**src/rtl/lcd_bus_receiver_pkg.sv**
```systemverilog
// Shared constants and address helpers for the HD44780-style bus receiver.
// Covers opcode thresholds, the DDRAM line layout and the cursor stepping rules.
package lcd_bus_receiver_pkg;

    // Instructions decode by highest set bit, so each constant is a threshold.
    localparam logic [7:0] OP_CLEAR    = 8'h01;
    localparam logic [7:0] OP_HOME     = 8'h02;
    localparam logic [7:0] OP_ENTRY    = 8'h04;
    localparam logic [7:0] OP_DISPLAY  = 8'h08;
    localparam logic [7:0] OP_SHIFT    = 8'h10;
    localparam logic [7:0] OP_SET_ADDR = 8'h80;

    localparam logic [6:0] LINE0_BASE = 7'h00;
    localparam logic [6:0] LINE1_BASE = 7'h40;
    localparam int         LINE_WIDTH = 16;
    localparam int         CELL_COUNT = 32;

    typedef enum logic {
        IDLE,
        CLEAR
    } state_t;

    function automatic logic [4:0] cell_index(input logic [6:0] addr);
        return {addr[6], addr[3:0]};
    endfunction

    function automatic logic addr_legal(input logic [6:0] addr);
        return addr[5:4] == 2'b00;
    endfunction

    // Moving off either end of a line continues on the other line.
    function automatic logic [6:0] step_addr(input logic [6:0] addr, input logic inc);
        if (inc) begin
            if (addr[3:0] == 4'(LINE_WIDTH - 1))
                return addr[6] ? LINE0_BASE : LINE1_BASE;
            return addr + 7'd1;
        end
        if (addr[3:0] == 4'd0)
            return addr[6] ? (LINE0_BASE + 7'(LINE_WIDTH - 1))
                           : (LINE1_BASE + 7'(LINE_WIDTH - 1));
        return addr - 7'd1;
    endfunction

endpackage

```
**src/rtl/lcd_bus_receiver_ddram.sv**
```systemverilog
// 32x8 display storage: one synchronous write port, one registered read port.
// Storage contents survive reset; only the read register is cleared.
module lcd_ddram
    import lcd_bus_receiver_pkg::*;
(
    input  logic       clk,
    input  logic       rst,
    input  logic       we_i,
    input  logic [4:0] waddr_i,
    input  logic [7:0] wdata_i,
    input  logic [4:0] raddr_i,
    output logic [7:0] rdata_o
);

    logic [7:0] mem_q [CELL_COUNT];
    logic [7:0] rdata_q;

    // NOTE: the array has no reset so it maps onto plain RAM; clearing it is the
    // clear instruction's job, not the reset's.
    always_ff @(posedge clk) begin
        if (we_i) mem_q[waddr_i] <= wdata_i;
    end

    // NOTE: non-blocking read samples the pre-write value, so a cell written at
    // one edge appears on rdata_o only after the following edge.
    always_ff @(posedge clk) begin
        if (rst) rdata_q <= 8'h00;
        else     rdata_q <= mem_q[raddr_i];
    end

    assign rdata_o = rdata_q;

endmodule

```
**src/rtl/lcd_bus_receiver.sv**
```systemverilog
// Receives writes from an HD44780-style parallel bus, keeps a 2x16 character
// image in lcd_ddram and exposes cursor, control flags and busy status.
module lcd_bus_receiver
    import lcd_bus_receiver_pkg::*;
#(
    parameter int         CLR_CYCLES = 32,
    parameter logic [7:0] BLANK      = 8'h20
) (
    input  logic       clk,
    input  logic       rst,
    input  logic       lcd_e,
    input  logic       lcd_rs,
    input  logic       lcd_rw,
    input  logic [7:0] lcd_data,
    input  logic [4:0] rd_addr,
    output logic [7:0] rd_char,
    output logic [6:0] cursor_addr,
    output logic       disp_on,
    output logic       cursor_on,
    output logic       blink_on,
    output logic       entry_inc,
    output logic       busy,
    output logic       bus_err
);

    localparam int CNT_W = $clog2(CLR_CYCLES + 1);

    state_t             state_q;
    logic [CNT_W-1:0]   clr_cnt_q;
    logic               e_q;
    logic [6:0]         cursor_q;
    logic               disp_on_q, cursor_on_q, blink_on_q, entry_inc_q;
    logic               bus_err_q;
    logic               accept;
    logic               we;
    logic [4:0]         waddr;
    logic [7:0]         wdata;

    assign accept = e_q & ~lcd_e;

    // NOTE: every output of this block gets a default first so no latch is inferred.
    always_comb begin
        we    = 1'b0;
        waddr = '0;
        wdata = BLANK;
        if (!rst) begin
            if (state_q == CLEAR) begin
                if (clr_cnt_q < CNT_W'(CELL_COUNT)) begin
                    we    = 1'b1;
                    waddr = clr_cnt_q[4:0];
                end
            end else if (accept && lcd_rs && !lcd_rw) begin
                we    = 1'b1;
                waddr = cell_index(cursor_q);
                wdata = lcd_data;
            end
        end
    end

    always_ff @(posedge clk) begin
        if (rst) begin
            state_q     <= IDLE;
            clr_cnt_q   <= '0;
            e_q         <= 1'b0;
            cursor_q    <= LINE0_BASE;
            disp_on_q   <= 1'b0;
            cursor_on_q <= 1'b0;
            blink_on_q  <= 1'b0;
            entry_inc_q <= 1'b1;
            bus_err_q   <= 1'b0;
        end else begin
            e_q       <= lcd_e;
            bus_err_q <= 1'b0;
            case (state_q)
                CLEAR: begin
                    // Any strobe landing while the clear runs is dropped.
                    bus_err_q <= accept;
                    clr_cnt_q <= clr_cnt_q + CNT_W'(1);
                    if (clr_cnt_q == CNT_W'(CLR_CYCLES - 1)) state_q <= IDLE;
                end
                default: begin
                    if (accept) begin
                        if (lcd_rw) begin
                            bus_err_q <= 1'b1;
                        end else if (lcd_rs) begin
                            cursor_q <= step_addr(cursor_q, entry_inc_q);
                        end else if (lcd_data >= OP_SET_ADDR) begin
                            if (addr_legal(lcd_data[6:0])) cursor_q  <= lcd_data[6:0];
                            else                           bus_err_q <= 1'b1;
                        end else if (lcd_data >= OP_SHIFT) begin
                            // Shift/function-set/CGRAM: accepted, nothing to model.
                        end else if (lcd_data >= OP_DISPLAY) begin
                            disp_on_q   <= lcd_data[2];
                            cursor_on_q <= lcd_data[1];
                            blink_on_q  <= lcd_data[0];
                        end else if (lcd_data >= OP_ENTRY) begin
                            entry_inc_q <= lcd_data[1];
                        end else if (lcd_data >= OP_HOME) begin
                            cursor_q <= LINE0_BASE;
                        end else if (lcd_data == OP_CLEAR) begin
                            state_q     <= CLEAR;
                            clr_cnt_q   <= '0;
                            cursor_q    <= LINE0_BASE;
                            entry_inc_q <= 1'b1;
                        end
                    end
                end
            endcase
        end
    end

    lcd_ddram u_ddram (
        .clk     (clk),
        .rst     (rst),
        .we_i    (we),
        .waddr_i (waddr),
        .wdata_i (wdata),
        .raddr_i (rd_addr),
        .rdata_o (rd_char)
    );

    assign cursor_addr = cursor_q;
    assign disp_on     = disp_on_q;
    assign cursor_on   = cursor_on_q;
    assign blink_on    = blink_on_q;
    assign entry_inc   = entry_inc_q;
    assign busy        = (state_q == CLEAR);
    assign bus_err     = bus_err_q;

endmodule

```
**config.mk**
```make
export PLATFORM = sky130hd
export DESIGN_NAME = lcd_bus_receiver
export DESIGN_NICKNAME = d
export VERILOG_FILES = /design/src/rtl/lcd_bus_receiver_pkg.sv /design/src/rtl/lcd_bus_receiver_ddram.sv /design/src/rtl/lcd_bus_receiver.sv
export SDC_FILE = /design/constraint.sdc
export NUM_CORES = 1
export LEC_CHECK = 0
export CORE_MARGIN = 1.5
export CORE_UTILIZATION = 26
export CTS_BUF_LIST = sky130_fd_sc_hd__clkbuf_8 sky130_fd_sc_hd__clkbuf_16
export DETAILED_ROUTE_END_ITERATION = 16
export GPL_TIMING_DRIVEN = 0
export PLACE_DENSITY = 0.4
export SYNTH_ARGS = -nofsm -noshare
export SYNTH_HDL_FRONTEND = slang
export SYNTH_HIERARCHICAL = 1
export SYNTH_SLANG_ARGS = --single-unit
```
**constraint.sdc**
```tcl
create_clock -name clk -period 8.25 [get_ports clk]
set_input_delay 0.825 -clock clk [delete_from_list [all_inputs] [get_ports clk]]
set_output_delay 0.825 -clock clk [all_outputs]
set_load 0.005 [all_outputs]
```
==> results.sh <==
export IMPL_status="finished, final reports clean"
export IMPL_critPathMaxStageDelay_ns=1.03
export IMPL_io_buffer_count=35
export IMPL_grt_util_met2=0.2047
export IMPL_grt_pass1_vias=6504
export IMPL_io_pins=39
export IMPL_pwr_share_clk=0.443
export IMPL_clock_sinks=284
export IMPL_clock_latency_ns=0.57
export IMPL_synth_edff_count=256
export IMPL_synth_area_leaders="edfxtp_1 (65%), mux4_1 (8.1%), dfxtp_1 (4.8%)"
export IMPL_power_per_cell_area_nw_per_um2=217.3
export IMPL_wl_per_cell_um=22.33
export IMPL_rsz0062_at_grt="false"
export IMPL_setup_slack_ns=3.717
export IMPL_yosysTopAreaCell="edfxtp_1"
export IMPL_cts_tree="built"
export IMPL_combPwrFrac=0.041
export IMPL_final_hold_viol_count=0
export IMPL_fp_dieW_um=215.5
export IMPL_synth_avg_cell_area_um2=18.34
export IMPL_antenna_left=0
export IMPL_dr_pass1_iters=5
export IMPL_maxSlewHeadroom=0.1953
export IMPL_worstMarginPinSlew_ns=1.190
export IMPL_crit_type="in -> reg"
export IMPL_drt_iter0_drc=437
export IMPL_gp_congestion=0.7959
export IMPL_die_h_um=215.5
export IMPL_maxClockFrequency_mhz=220.6
export IMPL_area_growth_pct=17.92
export IMPL_vias=6304
export IMPL_cts_resized=0
export IMPL_antenna_found_initial=2
export IMPL_wirelength_um=29610
export IMPL_post_route_period_util=0.5495
export IMPL_swShare=0.2084
export IMPL_cp_start_kind="input pin"
export IMPL_met1_usage=0.1779
export IMPL_grt_max_degree=33
export IMPL_yosysTopAreaCellShare=0.6549
export IMPL_cts_hold_buf=0
export IMPL_grt_util_all_layers=0.1272
export IMPL_fin_setup_tns_ns=0
export IMPL_vias_per_cell=4.754
export IMPL_hpwl_um=19070
export IMPL_holdCritPathClass="reg -> reg"
export IMPL_critical_path_slowest_cell="nor4b_1"
export IMPL_grt_overflow=0
export IMPL_r2r_setup_slack_ns=4.11
export IMPL_coreArea_um2=44410
export IMPL_crit_path_start="lcd_rw"
export IMPL_cp_arrival_ns=4.73
export IMPL_ys_flop_type="edfxtp_1"
export IMPL_num_rows=77
export IMPL_worst_r2r_endpoint="u_ddram/mem_q[16][7]"
export IMPL_drcViolationCount=0
export IMPL_critPathTopFamily="simple AND/OR/NAND/NOR gates"
export IMPL_dieArea_um2=46430
export IMPL_finalSetupViolCount=0
export IMPL_htree_levels=1
export IMPL_grt_busiest_layer="met2"
export IMPL_crit_end="u_ddram/mem_q[16][7]"
export IMPL_syn_inst=640
export IMPL_netlist_area_um2=11740
export IMPL_clock_path_buffers=3
export IMPL_grt_pass1_wl_um=43680
export IMPL_cts_buffers=31
export IMPL_fillers=4290
export IMPL_cp_cell_sequence="clkdlybuf4s50_1 > nor4b_1 > nand2_1 > a21o_1 > nor2_1 > or3b_2 > nor2_1"
export IMPL_place_ws_ns=3.052
export IMPL_path_clk_slew_ns=0.06
export IMPL_power_leakage_nw=4.841
export IMPL_post_cts_setup_buffers=0
export IMPL_cp_depth=7
export IMPL_use_met3=0.02593
export IMPL_yosysWarnings=6
export IMPL_maxCapViolations=0
export IMPL_ir_drop_uv=96.09
export IMPL_skew_ns=0.01614
export IMPL_period_needed_ns=4.533
export IMPL_reg2reg_depth=6
export IMPL_crit_path_end_kind="register"
export IMPL_layout_drive_gt1_share=0.1446
export IMPL_ys_types=63
export IMPL_async_flop_share=0
export IMPL_ys_ff_latch=284
export IMPL_r2r_start="busy"
export IMPL_p_sw_w=0.0006268
export IMPL_slew_violations=0
export IMPL_crit_buf_inv=1
export IMPL_synth_nets=661
export IMPL_initial_core_util=0.2643
export IMPL_whs_path_depth=1
export IMPL_cts_root_buffer="clkbuf_16"
export IMPL_p_int_w=0.002381
export IMPL_worstPathMaxFanout=8
export IMPL_cp_common_cell="nor2_1"
export IMPL_seqPwrFrac=0.516
export IMPL_nets=730
export IMPL_ys_seq_area_frac=0.7026
export IMPL_crit_required_ns=8.45
[layout by cell type, fill, tap and decap left out, types with 9 or more instances in the layout]
cell type and instances:
clkdlybuf4s50_1 36, dfxtp_1 28, clkinv_2 10, clkbuf_16 31, nor2_1 56, mux2i_1 40
buf_6 10, inv_1 10, a21oi_1 9, edfxtp_1 256, mux4_2 20, nand2_1 14
mux4_1 36
[state kept, by name, indices dropped and copies added (netlist names)]
register	flops
blink_on	1
bus_err	1
busy	1
clr_cnt_q	6
cursor_addr	7
cursor_on	1
disp_on	1
e_q	1
entry_inc	1
u_ddram/mem_q	256
u_ddram/rdata_o	8
[Yosys cell counts (9+ instances only)]
master	number
edfxtp_1	256
mux2i_1	40
nor2_1	56
mux4_1	36
mux4_2	20
nand2_1	14
buf_6	10
a21oi_1	9
dfxtp_1	28
[layer usage]
metal	part of all wire	vias up	routed length, um
li1	-	2799	-
met1	0.46	3274	13640
met2	0.46	188	13760
met3	0.056	43	1653
met4	0.019	0	568
met5	0	-	0
[worst min path at each step]
| stage | slack, ns | startpoint | endpoint |
|---|---|---|---|
| 6_report | 0.49 | e_q | bus_err |
| 4_1_cts | 0.49 | e_q | bus_err |
| 5_1_grt | 0.50 | e_q | bus_err |
| 3_3_place_gp | 0.48 | e_q | bus_err |
| 2_1_floorplan | 0.46 | e_q | bus_err |
| 3_5_place_dp | 0.48 | e_q | bus_err |
[final cells by class]
type                       count  area (um2)  share of cell area
antenna                        1       2.502           0.0001808
timing repair buffer          36       377.9             0.02730
clock buffer                  31       775.7             0.05604
sequential                   284        8248              0.5959
clock inverter                26       198.9             0.01437
multi-input combinational    316        3168              0.2289
inverter                       8       30.03            0.002169
buffer                        32       300.3             0.02169
tap                          592       740.7             0.05351
[metrics by stage]
stage	instances	cell area (um2)	hold WS [ns]	power (W)	utilization
2_1_floorplan	640	11740	0.4634	0.001658	-
3_3_place_gp	1267	12830	0.4788	0.001708	0.2889
3_5_place_dp	1267	12830	0.4825	0.001709	0.2889
4_1_cts	1324	13800	0.4922	0.003050	0.3108
5_1_grt	1325	13840	0.5026	0.003109	0.3116
6_report	1326	13840	0.4948	0.003008	0.3117
[power by group through the flow]
stage               Combinational [W]  Clock [W]  Sequential, W
floorplan                   0.0000751          0        0.00158
global placement             0.000126          0        0.00158
detailed placement           0.000126          0        0.00158
CTS                          0.000126    0.00137        0.00155
global route                 0.000133    0.00142        0.00155
finish                       0.000124    0.00133        0.00155
[worst reg2reg max path: cells and delay by family (launching register included)]
| family | cells | cell delay [ns] |
|---|---|---|
| flip-flops | 1 | 0.34 |
| AO/OA/AOI/OAI | 1 | 0.29 |
| AND/OR/NAND/NOR | 5 | 3.14 |
[cells by family (layout without fill, tap and decap cells)]
family                   after synthesis  count (layout)  synth area share
AO/OA/AOI/OAI                         76              76           0.04946
XOR/XNOR                               2               2          0.001492
adder cells (fa/ha/maj)                3               3          0.003198
buffers and inverters                 40             133           0.02814
flip-flops                           284             284            0.7026
multiplexers                          96              96            0.1531
other                                  0               1                 0
AND/OR/NAND/NOR                      139             139           0.06203
Power figures use the tool's default switching activity.
